<file path="config.mk">
export PLATFORM = sky130hd
export DESIGN_NAME = mem_access_stage
export DESIGN_NICKNAME = d
export VERILOG_FILES = /design/src/rtl/mem_access_stage.sv
export SDC_FILE = /design/constraint.sdc
export NUM_CORES = 1
export LEC_CHECK = 0
export CAP_MARGIN = 20
export CORE_AREA = 2 2 237 239
export DETAILED_ROUTE_END_ITERATION = 10
export DIE_AREA = 0 0 239 241
export GPL_TIMING_DRIVEN = 0
export PLACE_DENSITY = 0.55
export SYNTH_ARGS = -nofsm -noshare
export SYNTH_HDL_FRONTEND = slang
export SYNTH_SLANG_ARGS = --single-unit
</file>
<file path="constraint.sdc">
create_clock -name clk -period 2.45 [get_ports clk]
set_input_delay 0.245 -clock clk [delete_from_list [all_inputs] [get_ports clk]]
set_output_delay 0.245 -clock clk [all_outputs]
set_load 0.02 [all_outputs]
</file>
<file path="src/rtl/mem_access_stage.sv">
// MEM-stage load/store unit: resolves branches, runs sized loads/stores over a
// req/ack data-memory port, stalls the front end while busy, and owns MEM/WB.
module mem_access_stage #(
  parameter int DW = 64
) (
  input  logic          clk,
  input  logic          reset,
  input  logic [4:0]    rd_in,
  input  logic          Branch_in,
  input  logic          MemWrite_in,
  input  logic          MemRead_in,
  input  logic          MemtoReg_in,
  input  logic          RegWrite_in,
  input  logic [DW-1:0] Adder_B_in,
  input  logic [DW-1:0] Result_in,
  input  logic          ZERO_in,
  input  logic          pos_in,
  input  logic [DW-1:0] data_in,
  input  logic [2:0]    funct3_in,
  output logic          mem_req,
  output logic          mem_we,
  output logic [DW-1:0] mem_addr,
  output logic [DW-1:0] mem_wdata,
  output logic [7:0]    mem_wstrb,
  input  logic [DW-1:0] mem_rdata,
  input  logic          mem_ack,
  output logic          stall,
  output logic          branch_taken,
  output logic [DW-1:0] branch_target,
  output logic [4:0]    wb_rd,
  output logic          wb_RegWrite,
  output logic          wb_MemtoReg,
  output logic [DW-1:0] wb_ReadData,
  output logic [DW-1:0] wb_Result,
  output logic          misalign_err
);

  typedef enum logic {IDLE, BUSY} state_t;

  state_t        state, state_nxt;
  logic          acc, mis, issue, bad, done;
  logic [DW-1:0] ld_data;

  function automatic logic misaligned_f(input logic [1:0] size, input logic [2:0] lane);
    case (size)
      2'b01:   misaligned_f = lane[0];
      2'b10:   misaligned_f = |lane[1:0];
      2'b11:   misaligned_f = |lane;
      default: misaligned_f = 1'b0;
    endcase
  endfunction

  function automatic logic [DW-1:0] load_fmt(input logic [2:0] f3, input logic [2:0] lane,
                                             input logic [DW-1:0] rdata);
    logic [DW-1:0] sh;
    sh = rdata >> {lane, 3'b000};
    case (f3)
      3'b000:  load_fmt = {{(DW-8){sh[7]}}, sh[7:0]};
      3'b001:  load_fmt = {{(DW-16){sh[15]}}, sh[15:0]};
      3'b010:  load_fmt = {{(DW-32){sh[31]}}, sh[31:0]};
      3'b100:  load_fmt = {{(DW-8){1'b0}}, sh[7:0]};
      3'b101:  load_fmt = {{(DW-16){1'b0}}, sh[15:0]};
      3'b110:  load_fmt = {{(DW-32){1'b0}}, sh[31:0]};
      default: load_fmt = rdata;
    endcase
  endfunction

  // Replicating the datum across the word puts it on every lane it could target.
  function automatic logic [DW-1:0] store_data(input logic [1:0] size, input logic [DW-1:0] d);
    case (size)
      2'b00:   store_data = {(DW/8){d[7:0]}};
      2'b01:   store_data = {(DW/16){d[15:0]}};
      2'b10:   store_data = {(DW/32){d[31:0]}};
      default: store_data = d;
    endcase
  endfunction

  function automatic logic [7:0] store_strb(input logic [1:0] size, input logic [2:0] lane);
    logic [7:0] m;
    case (size)
      2'b00:   m = 8'h01;
      2'b01:   m = 8'h03;
      2'b10:   m = 8'h0F;
      default: m = 8'hFF;
    endcase
    store_strb = m << lane;
  endfunction

  assign acc           = MemRead_in | MemWrite_in;
  assign mis           = misaligned_f(funct3_in[1:0], Result_in[2:0]);
  assign issue         = (state == IDLE) & acc & ~mis;
  assign bad           = (state == IDLE) & acc & mis;
  assign done          = (state == BUSY) & mem_ack;
  assign stall         = issue | ((state == BUSY) & ~mem_ack);
  assign branch_taken  = (state == IDLE) & Branch_in & (ZERO_in ~^ pos_in);
  assign branch_target = Adder_B_in;
  assign ld_data       = (done & MemRead_in) ? load_fmt(funct3_in, Result_in[2:0], mem_rdata) : '0;

  always_comb begin
    state_nxt = state;
    if (state == IDLE) begin
      if (issue) state_nxt = BUSY;
    end else begin
      if (mem_ack) state_nxt = IDLE;
    end
  end

  always_ff @(posedge clk or negedge reset) begin
    if (!reset) state <= IDLE;
    else        state <= state_nxt;
  end

  // Memory port registers: captured on issue, held while the access is outstanding
  always_ff @(posedge clk or negedge reset) begin
    if (!reset) begin
      mem_req   <= 1'b0;
      mem_we    <= 1'b0;
      mem_addr  <= '0;
      mem_wdata <= '0;
      mem_wstrb <= '0;
    end else if (issue) begin
      mem_req   <= 1'b1;
      mem_we    <= MemWrite_in;
      mem_addr  <= {Result_in[DW-1:3], 3'b000};
      mem_wdata <= store_data(funct3_in[1:0], data_in);
      mem_wstrb <= MemWrite_in ? store_strb(funct3_in[1:0], Result_in[2:0]) : 8'h00;
    end else if (done) begin
      mem_req   <= 1'b0;
    end
  end

  // MEM/WB register: a stalled or misaligned instruction leaves a bubble
  always_ff @(posedge clk or negedge reset) begin
    if (!reset) begin
      wb_rd        <= '0;
      wb_RegWrite  <= 1'b0;
      wb_MemtoReg  <= 1'b0;
      wb_ReadData  <= '0;
      wb_Result    <= '0;
      misalign_err <= 1'b0;
    end else begin
      misalign_err <= bad;
      if (!stall) begin
        wb_rd       <= rd_in;
        wb_RegWrite <= RegWrite_in & ~bad;
        wb_MemtoReg <= MemtoReg_in & ~bad;
        wb_ReadData <= ld_data;
        wb_Result   <= Result_in;
      end else begin
        wb_RegWrite <= 1'b0;
        wb_MemtoReg <= 1'b0;
      end
    end
  end

endmodule
</file>
==> impl_metrics.env <==
export IMPL_port_buffers=544
export IMPL_fin_crit_sh_pct=95.2
export IMPL_die_w_um=239
export IMPL_p_int_mw=11.5
export IMPL_synthArstFlopShare_pct=100
export IMPL_fin_util_pct=38.5
export IMPL_cp_cell_sequence="clkdlybuf4s50_1, buf_4, buf_4, buf_4, buf_4, mux2i_1, nand2_1, a311oi_1, o21ai_0"
export IMPL_nNetsFinal=2100
export IMPL_hpwl_mm=47.6
export IMPL_synth_distinct_cells=52
export IMPL_power_frac_clock_pct=30.1
export IMPL_worst_slew_pin_slew_ns=1.02
export IMPL_finClkSkew_ns=0.0144
export IMPL_fp_dieH_um=241
export IMPL_holdPathStages=4
export IMPL_cp_top_family="buffers and inverters"
export IMPL_power_mw=17.4
export IMPL_synth_enable_flop_cells=0
export IMPL_end_kind="flop"
export IMPL_reg2regPathDepth=10
export IMPL_path_max_fanout=10
export IMPL_wire_per_inst_um=24.0
export IMPL_area_growth_pct=56.9
export IMPL_final_hold_viol_count=0
export IMPL_core_area_sq_um=54900
export IMPL_clk_pin_slew_ns=0.06
export IMPL_dieArea_sq_um=57600
export IMPL_cp_required_ns=2.86
export IMPL_setup_tns_final_ns=0
export IMPL_cts_path_max_buffers=3
export IMPL_setup_worst_path_start_class="primary input"
export IMPL_status="complete, no violations"
export IMPL_leakagePower_nw=8.87
export IMPL_numCtsBuffers=35
export IMPL_cp_arrival_ns=2.74
export IMPL_cts_htree_levels=2
export IMPL_powerDensity_nw_per_um2=821
export IMPL_finalSetupViolations=0
export IMPL_slew_headroom_pct=31.8
export IMPL_seq_area_frac_synth_pct=50.5
export IMPL_clk_latency_ns=0.54
export IMPL_rrSetupSlack_ns=0.19
export IMPL_worstHoldPathType="primary input to flop"
export IMPL_vias=12315
export IMPL_fill_cells=5454
export IMPL_path_depth=9
export IMPL_cts_root_buf="clkbuf_16"
export IMPL_cts_tree="built"
export IMPL_cts_sinks=272
export IMPL_place_inst=2488
export IMPL_crit_path_max_incr_delay_ns=0.54
export IMPL_initial_core_util_pct=24.6
export IMPL_drive_gt1_share_pct=19.7
export IMPL_p_comb_share_pct=35.7
export IMPL_syn_inst=1235
export IMPL_grt_pass1_wl_mm=87.6
export IMPL_cpMostUsedCell="buf_4"
export IMPL_final_common_cell="clkdlybuf4s50_1"
export IMPL_synthesis_area_sq_um=13500
export IMPL_critPathKind="primary input to flop"
export IMPL_final_cells=2557
export IMPL_grt_overflow_total=0
export IMPL_ios=614
export IMPL_seq_power_share_pct=34.2
export IMPL_drc_errors=0
export IMPL_mostFrequentLayoutCells="clkdlybuf4s50_1, dfrtp_1, mux2_2, nand2_1, o21ai_0"
export IMPL_postPlaceCellArea_sq_um=19900
export IMPL_synth_ff_type="dfrtp_1"
export IMPL_ir_worst_vdd_mv=0.498
export IMPL_cap_violations=0
export IMPL_drt_iter0_drc=684
export IMPL_rsz0062_at_grt="no"
export IMPL_rows=86
export IMPL_vias_per_cell=4.82
export IMPL_first_pass_iters=5
export IMPL_slowest_stage="clkdlybuf4s50_1"
export IMPL_crit_buf_inv=5
export IMPL_track_usage_pct=20.5
export IMPL_gp_congestion=0.892
export IMPL_switchingPower_mw=5.84
export IMPL_drv_slew=0
export IMPL_p_sw_share_pct=33.6
export IMPL_period_minus_slack_ns=2.33
export IMPL_antenna_found_initial=6
export IMPL_ant_nets=0
export IMPL_syn_avg_cell_area_sq_um=10.9
export IMPL_grt_pass1_vias=12711
export IMPL_final_area_sq_um=21200
export IMPL_drt_total_wl_mm=61.3
export IMPL_synth_warnings=0
export IMPL_ys_ff_latch=272
export IMPL_clock_fmax_mhz=429
export IMPL_grt_start_max_net_pins=116
flip-flops by register name (all words and copies together) (netlist names):
register / count
misalign_err: 1
mem_we: 1
state: 1
wb_MemtoReg: 1
wb_RegWrite: 1
wb_Result: 64
wb_rd: 5
wb_ReadData: 64
mem_wstrb: 8
mem_addr: 61
mem_wdata: 64
mem_req: 1
worst register-to-register path: stages (launching register included):
cell	delay [ns]
dfrtp_2	0.45
o21bai_4	0.23
a211o_1	0.30
buf_8	0.18
nand2_8	0.12
buf_12	0.12
buf_4	0.19
buf_4	0.21
clkbuf_4	0.24
nand2_1	0.08
o21ai_1	0.08
final cells by class:
cell class,count,area [sq um],area share (%)
buffer,160,988,4.67
timing repair buffer,553,5550,26.3
clock buffer,51,1040,4.90
multi-input combinational,796,5730,27.1
tap,704,881,4.16
sequential,272,6810,32.2
inverter,8,30.0,0.142
clock inverter,9,115,0.544
antenna,4,10.0,0.0473
per-stage QoR:
stage | worst slack, ns | hold WS [ns]
floorplan | 0.548 | -0.0506
global placement | -11.31 | 0.461
detailed placement | -1.16 | 0.323
CTS | 0.0183 | 0.211
global route | 0.00594 | 0.264
finish | 0.118 | 0.261
timing repair:
item / 4_1_cts / 5_1_grt
endpoints found under the setup margin: 73 / 21
pin swaps: 1 / 1
hold buffers: 1 / 0
setup buffers: 5 / 0
cloned: 0 / 0
endpoints found under the hold margin: 89 / 0
gates resized for setup: 14 / 7
final timing paths:
kind / from / to
worst max-delay path: Result_in[1] / wb_ReadData[3]
worst min-delay path: Result_in[2] / mem_wstrb[5]
worst max register to register: state / wb_ReadData[54]
worst min register to register: mem_wdata[24] / mem_wdata[24]
max in group asynchronous: reset / mem_wstrb[7]
min in group asynchronous: reset / mem_addr[13]
power groups by stage:
stage / Clock [mW] / Sequential [mW] / Combinational (mW)
after floorplan: 0 / 7.10 / 1.67
after CTS: 5.42 / 5.94 / 6.27
final: 5.23 / 5.94 / 6.19
after detailed placement: 0 / 6.00 / 6.19
after global routing: 5.58 / 6.05 / 6.55
after global placement: 0 / 5.97 / 6.15
kinds of logic after synthesis:
| family | synth area share (%) |
|---|---|
| compound gates | 14.2 |
| xor+xnor | 0.130 |
| buf+inv | 7.44 |
| flops | 50.5 |
| mux | 19.6 |
| other cells | 0.0278 |
| simple gates | 8.04 |
metal layers:
layer | vias up | routed length, um | GRT usage, %
met5 | - | 13 | 0
met4 | 2 | 1400 | 5.83
met3 | 81 | 4940 | 5.95
met2 | 542 | 30000 | 34.3
met1 | 6178 | 25000 | 25.7
li1 | 5512 | - | -
synth_stat cells (17+ instances only):
cell type    n  area, sq um
mux2i_1     79          791
clkbuf_1    42          158
o21ai_1     39          195
nand2_1    148          556
mux2_2     151         1700
a21oi_1     23          115
o21ai_0     94          470
o211ai_1    29          218
buf_4       74          556
nor2_1      57          214
buf_2       37          185
o31ai_1     17          128
dfrtp_1    272         6810
Note: power is estimated with default switching activity, not from simulation.
